$ cat src/rtl/fir_tap_line_if.sv
// Handshake bundle between the sample source, the tap line and the FIR multiplier stage.
interface fir_tap_line_if #(
   parameter int WIDTH = 16,
   parameter int TAPS  = 6,
   parameter int CNT_W = 16
) ();
   logic                  in_valid;
   logic                  in_ready;
   logic [WIDTH-1:0]      in_data;
   logic                  win_valid;
   logic                  win_ready;
   logic [TAPS*WIDTH-1:0] win_data;
   logic [CNT_W-1:0]      win_cnt;

   modport master (
      output in_valid, in_data, win_ready,
      input  in_ready, win_valid, win_data, win_cnt
   );

   modport slave (
      input  in_valid, in_data, win_ready,
      output in_ready, win_valid, win_data, win_cnt
   );
endinterface

$ cat src/rtl/fir_tap_line.sv
// Sliding window of TAPS consecutive samples feeding the FIR multipliers; slot 0 is newest.
// Optional FIR_TAP_ZERO_PRIME_EN: present a window after every accept, unwritten history reading as zero.
module fir_tap_line #(
   parameter int WIDTH = 16,
   parameter int TAPS  = 6,
   parameter int CNT_W = 16
) (
   input logic            clk,
   input logic            rst,
   input logic            flush,
   fir_tap_line_if.slave  bus
);
   logic signed [WIDTH-1:0] slot_p1 [TAPS];
   logic                    win_valid_p1;
   logic [CNT_W-1:0]        cnt_p1;
   logic                    accept;
   logic                    consume;
   logic                    window_ready;

   assign bus.in_ready = !rst && !flush && (!win_valid_p1 || bus.win_ready);
   assign accept       = bus.in_valid && bus.in_ready;
   assign consume      = win_valid_p1 && bus.win_ready;

`ifdef FIR_TAP_ZERO_PRIME_EN
   assign window_ready = accept;
`else
   localparam int FILL_W = $clog2(TAPS + 1);
   localparam logic [FILL_W-1:0] FILL_FULL = FILL_W'(TAPS);

   logic [FILL_W-1:0] fill_p1;
   logic [FILL_W-1:0] fill_next;

   // Saturating count: once full, every accept yields a new window.
   assign fill_next    = (fill_p1 == FILL_FULL) ? FILL_FULL : fill_p1 + 1'b1;
   assign window_ready = accept && (fill_next == FILL_FULL);

   always_ff @(posedge clk or posedge rst) begin
      if (rst) begin
         fill_p1 <= '0;
      end else if (flush) begin
         fill_p1 <= '0;
      end else if (accept) begin
         fill_p1 <= fill_next;
      end
   end
`endif

   // Stage p1: shift register, window-valid flag and consumed-window counter
   always_ff @(posedge clk or posedge rst) begin
      if (rst) begin
         for (int k = 0; k < TAPS; k++) slot_p1[k] <= '0;
         win_valid_p1 <= 1'b0;
         cnt_p1       <= '0;
      end else if (flush) begin
         for (int k = 0; k < TAPS; k++) slot_p1[k] <= '0;
         win_valid_p1 <= 1'b0;
         cnt_p1       <= '0;
      end else begin
         if (accept) begin
            for (int k = TAPS - 1; k > 0; k--) slot_p1[k] <= slot_p1[k-1];
            slot_p1[0] <= bus.in_data;
         end
         if (consume) cnt_p1 <= cnt_p1 + 1'b1;
         if (window_ready)       win_valid_p1 <= 1'b1;
         else if (bus.win_ready) win_valid_p1 <= 1'b0;
      end
   end

   for (genvar k = 0; k < TAPS; k++) begin : g_pack
      assign bus.win_data[k*WIDTH +: WIDTH] = slot_p1[k];
   end

   assign bus.win_valid = win_valid_p1;
   assign bus.win_cnt   = cnt_p1;
endmodule

$ cat src/flat_wrapper.sv
// flat-port wrapper written by rule: the top's interface ports become plain ports
module fir_tap_line_flat 
#(
   parameter int WIDTH = 16,
   parameter int TAPS  = 6,
   parameter int CNT_W = 16
)
  (clk, rst, flush, bus_in_valid, bus_in_data, bus_win_ready, bus_in_ready, bus_win_valid, bus_win_data, bus_win_cnt);
  fir_tap_line_if #(.WIDTH(WIDTH), .TAPS(TAPS), .CNT_W(CNT_W)) bus_i ();
  input logic clk;
  input logic rst;
  input logic flush;
  input wire logic [$bits(bus_i.in_valid)-1:0] bus_in_valid;
  input wire logic [$bits(bus_i.in_data)-1:0] bus_in_data;
  input wire logic [$bits(bus_i.win_ready)-1:0] bus_win_ready;
  output wire logic [$bits(bus_i.in_ready)-1:0] bus_in_ready;
  output wire logic [$bits(bus_i.win_valid)-1:0] bus_win_valid;
  output wire logic [$bits(bus_i.win_data)-1:0] bus_win_data;
  output wire logic [$bits(bus_i.win_cnt)-1:0] bus_win_cnt;
  assign bus_i.in_valid = bus_in_valid;
  assign bus_i.in_data = bus_in_data;
  assign bus_i.win_ready = bus_win_ready;
  assign bus_in_ready = bus_i.in_ready;
  assign bus_win_valid = bus_i.win_valid;
  assign bus_win_data = bus_i.win_data;
  assign bus_win_cnt = bus_i.win_cnt;
  fir_tap_line #(.WIDTH(WIDTH), .TAPS(TAPS), .CNT_W(CNT_W)) u_core (.clk(clk), .rst(rst), .flush(flush), .bus(bus_i));
endmodule
$ cat config.mk
export PLATFORM = sky130hd
export DESIGN_NAME = fir_tap_line_flat
export DESIGN_NICKNAME = d
export VERILOG_FILES = /design/src/rtl/fir_tap_line_if.sv /design/src/rtl/fir_tap_line.sv /design/src/flat_wrapper.sv
export SDC_FILE = /design/constraint.sdc
export NUM_CORES = 1
export LEC_CHECK = 0
export ABC_AREA = 1
export BUFFER_PORTS_ARGS = -buffer_cell sky130_fd_sc_hd__buf_2
export CORE_MARGIN = 5
export CORE_UTILIZATION = 30
export CTS_CLUSTER_SIZE = 10
export DETAILED_ROUTE_END_ITERATION = 16
export PLACE_DENSITY = 0.56
export SYNTH_ARGS = -nofsm -noshare
export SYNTH_HDL_FRONTEND = slang
export SYNTH_SLANG_ARGS = --single-unit
$ cat constraint.sdc
create_clock -name clk -period 3.8 [get_ports clk]
set_clock_uncertainty 0.1 [all_clocks]
set_input_delay 0.19 -clock clk [delete_from_list [all_inputs] [get_ports clk]]
set_output_delay 0.19 -clock clk [all_outputs]
set_load 0.05 [all_outputs]
=== After elaboration in Yosys (flattened, before gate mapping) ===
Cells that the tools add are included.

* Bits in registers: 116
* Input port bits: 21
* Output and inout bits: 114
* Word-level logic and storage cells: 35

* $add $sub $neg: 2
* Equal/unequal tests: 2
* Multiplexer cells: 10
* Reductions and logical operators: 12

{| class="wikitable"
|+ Operators with widths
! cell !! count
|-
| 96-bit two-way mux || 2
|-
| 16-bit two-way mux || 2
|-
| 16-bit by 1-bit adder with 16-bit output (second input constant) || 1
|-
| 3-bit two-way mux || 3
|-
| 3-bit == test (second input constant) || 2
|-
| 1-bit logical AND || 5
|-
| 2-bit nonzero test || 2
|-
| 3-bit by 1-bit adder with 3-bit output (second input constant) || 1
|-
| 1-bit zero test || 3
|-
| 1-bit two-way mux || 3
|-
| 3-bit nonzero test || 1
|-
| 1-bit logical OR || 1
|}

=== Logic depth before layout (Yosys ltp) ===
* Word-level depth: 7
* Gate-level depth with buffers: 8
* Gate-level depth less buffers: 8

=== Least setup slack after synthesis ===
OpenSTA, ideal clock, no wires.

* Path kind: in2reg
* Start point: input port rst
* End point: register u_core.slot_p1 (netlist bit u_core.bus.win_data[83])
* Library setup time: 0.125 ns
* Arrival time: 3.498 ns
* Required time: 3.575 ns
* Slack: 0.077 ns
* Stages on the path: 6
* Buffers on the path: 2
* Cell sequence: inv_1 > nand4_4 > buf_6 > buf_2 > nand3_1 > o31ai_2

* Longest elaborated chain between the ends: 5

{| class="wikitable"
|+ Ends and longest elaborated chain
! what !! RTL line !! RTL
|-
| from (decl) || flat_wrapper.sv:11 || <nowiki>input logic rst;</nowiki>
|-
| 1-bit zero test (no source line) || -- ||
|-
| 1-bit logical AND (2 in series) || fir_tap_line.sv:20 || <nowiki>assign bus.in_ready = !rst && !flush && (!win_valid_p1 || bus.win_ready);</nowiki>
|-
| 1-bit logical AND || fir_tap_line.sv:21 || <nowiki>assign accept = bus.in_valid && bus.in_ready;</nowiki>
|-
| 2-bit nonzero test (no source line) || -- ||
|-
| to (decl) || fir_tap_line.sv:13 || <nowiki>logic signed [WIDTH-1:0] slot_p1 [TAPS];</nowiki>
|}

Every way passes these cells.
A chain may end at the register's enable or synchronous reset.

=== Worst setup path in the final report ===
* Start point: input port flush
* End point: output port bus_in_ready

* Longest elaborated chain between the ends: 3

{| class="wikitable"
|+ Ends and longest elaborated chain
! what !! RTL line !! RTL
|-
| from (decl) || flat_wrapper.sv:12 || <nowiki>input logic flush;</nowiki>
|-
| 1-bit zero test || fir_tap_line.sv:20 ||
|-
| 1-bit logical AND (2 in series) || fir_tap_line.sv:20 ||
|-
| to (decl) || flat_wrapper.sv:16 || <nowiki>output wire logic [$bits(bus_i.in_ready)-1:0] bus_in_ready;</nowiki>
|}

Every way passes these cells.

==> flow_summary.ini <==
[synth]
yosys.area.top_type = dfrtp_1
ys_types = 20
synth_area_leaders = dfrtp_1 (58%), nand3_1 (8.6%), o21ai_0 (8.1%), nand2_1 (7.0%), inv_1 (3.8%)
synth_seq_cells = 116
yosys_most_used_dff = dfrtp_1
synth_edf_count = 0
syn_inst = 535
yosys_warnings = 0
netlist_area_um2 = 4990
yosysMostFrequentCell = dfrtp_1
synth_seq_area_share_pct = 58.17
synth_nets = 559
synth.top_cell.area_share_pct = 58.17
async_flop_share_pct = 100.0
syn_avg_cell_area_um2 = 9.327
synth_commonest_cells = dfrtp_1 (116), nand2_1 (93), nand3_1 (86), o21ai_0 (81), inv_1 (51)

[drt]
wl_met1_mm = 6.272
first_pass_iters = 4
wl_met3_um = 875
topRoutingLayerUsed = met4
viasPerCell = 4.599
drc = 0
drt_iter0_drc = 198
vias = 4171
ant_nets = 0
met2_length_mm = 6.082
wl_per_cell_um = 14.82
wl_mm = 13.44

[cts]
clkTransAtPathRegs_ns = 0.05
htree_levels = 4
numCtsBuffers = 17
cts_buffer_depth = 2
cts_sinks = 116
cts_tree = yes
cts_resized = 0
clk_latency_ns = 0.41
clock-root-buffer = clkbuf_16

[global_route]
grt_pass1_wl_mm = 21.91
grt_pass1_vias = 4184
grt_antenna_before_repair = 0
grt_overflow = 0
gr-usage-all-layers_pct = 14.06
grt_max_degree = 89

[final_layout]
areaGrowthSynthToFinish_pct = 31.22
design_area_um2 = 6548
fin_nets = 699
drive_gt1_share_pct = 27.22
final_core_util_pct = 39.76
diodes = 0

[floorplan]
initial_utilization_pct = 30.30
dieArea_um2 = 19310
die_h_um = 139.0
die_x_um = 139.0
num_rows = 47
boundaryPins = 135
core_um2 = 16470

[worst_setup_path]
ff2ff_setup_slack_ns = 1.78
startpoint = flush
reg2reg_depth = 5
crit_type = input port to output port
worst_ep_arrival_time_ns = 2.20
rr_endpoint = u_core.bus.win_valid
cp_max_fo = 71
rr_startpoint = u_core.bus.win_valid
start_kind = input port
cp-endpoint = bus_in_ready
crit_path_end_kind = output port
cp.required_ns = 3.51

[placement]
gp_congestion = 0.7530
io_buffers = 134
hpwl_mm = 9.341
place_area_um2 = 5761

[sta]
min_period_over_period_pct = 65.55
rsz0062_at_grt = no
hold_viol = 0
slew_headroom_pct = 29.77
worst_pin_slew_ns = 1.052
tns_ns = 0
setup-violations-final = 0
drv_slew = 0
whs_ns = 0.1024
fin_crit_ns = 2.491
fmax_mhz = 401.4

[run_status]
status = completed

[pwr]
leakage_nw = 3.216
peakVddDrop_v = 0.0002951
power_density_nw_per_um2 = 481.4

[flow_run]
drv_cap = 0

[worst_hold_path]
hold_class = input port to flip-flop
whs_path_depth = 3
-- area by class of cell --
type | instances | area (µm²)
repair buffers | 157 | 885.9
well taps | 220 | 275.3
clock buffers | 22 | 464.2
flip-flops and latches | 116 | 2903
inverters | 52 | 200.2
clock inverters | 9 | 152.6
fillers | 1712 | 9918
multi-input cells | 331 | 1667
-- what timing repair did --
| action | CTS | global route |
|---|---|---|
| hold endpoints to repair | 67 | 0 |
| hold buffers | 17 | 0 |
| buffers inserted | 0 | 0 |
-- cells in the final DEF, fill, tap and decap left out --
cell type | netlist | layout
buf_4 | 5 | 6
a21oi_1 | 9 | 9
clkinv_2 | 0 | 2
or2_2 | 1 | 1
dfrtp_1 | 116 | 116
dlygate4sd3_1 | 0 | 17
nand4_4 | 1 | 1
o21ai_1 | 4 | 4
clkbuf_8 | 0 | 2
nand3_1 | 86 | 86
clkinvlp_4 | 0 | 3
a22oi_1 | 1 | 1
inv_4 | 1 | 2
ha_1 | 3 | 3
o22ai_1 | 5 | 5
o31ai_2 | 15 | 15
nand2_1 | 93 | 93
nor2_1 | 28 | 28
buf_2 | 19 | 134
nor3_1 | 4 | 4
o21ai_0 | 81 | 81
bufinv_16 | 0 | 4
clkbuf_16 | 0 | 17
inv_1 | 51 | 50
clkbuf_1 | 6 | 3
-- how the worst min path moves through the flow --
| stage | slack (ns) | end | startpoint |
|---|---|---|---|
| finish | 0.10 | u_core.bus.win_cnt[0] | bus_win_ready |
| CTS | 0.09 | u_core.bus.win_cnt[0] | bus_win_ready |
| global placement | 0.30 | u_core.bus.win_data[2] | bus_in_data[2] |
| detailed placement | 0.30 | u_core.bus.win_data[13] | bus_in_data[13] |
| floorplan | 0.20 | u_core.bus.win_data[13] | bus_in_data[13] |
| global route | 0.12 | u_core.bus.win_cnt[0] | bus_win_ready |
-- registers in the layout (all words and copies together) (netlist names) --
register,flops
u_core.bus.win_valid,1
u_core.bus.win_data,96
u_core.bus.win_cnt,16
u_core.fill_p1,3
-- cell families (layout without fill, tap and decap cells) --
group | count (synthesis) | after routing | share of synthesized area, %
AOI/OAI and AO/OA | 115 | 115 | 13.97
adders and majority gates | 3 | 3 | 0.7523
buffers and inverters | 88 | 240 | 8.425
and+or+nand+nor | 213 | 213 | 18.68
DFF | 116 | 116 | 58.17
-- worst max-delay path, stage by stage --
cell and delay, ns:
buf_2 0.26, inv_4 0.55, buf_4 0.62, nand2_1 0.11
nor2_1 0.11, buf_2 0.27
-- stage by stage --
stage / std cells / total power [mW] / worst slack, ns
2_1_floorplan: 535 / 1.448 / 0.07652
3_3_place_gp: 859 / 1.491 / 1.287
3_5_place_dp: 859 / 1.498 / 1.207
4_1_cts: 907 / 3.196 / 1.301
5_1_grt: 907 / 3.280 / 1.165
6_report: 907 / 3.152 / 1.309
-- layer usage --
layer / GRT usage [%] / up-vias
met3: 5.379 / 16
met2: 21.50 / 125
met4: 4.737 / 0
met5: 0 / -
li1: - / 2059
met1: 18.41 / 1971
-- report_power, final --
part	internal [mW]	switching, mW
sequential	1.26	0.0136
clock	1.12	0.541
combinational	0.0525	0.163
No activity file was read; power rests on OpenSTA's default activity.
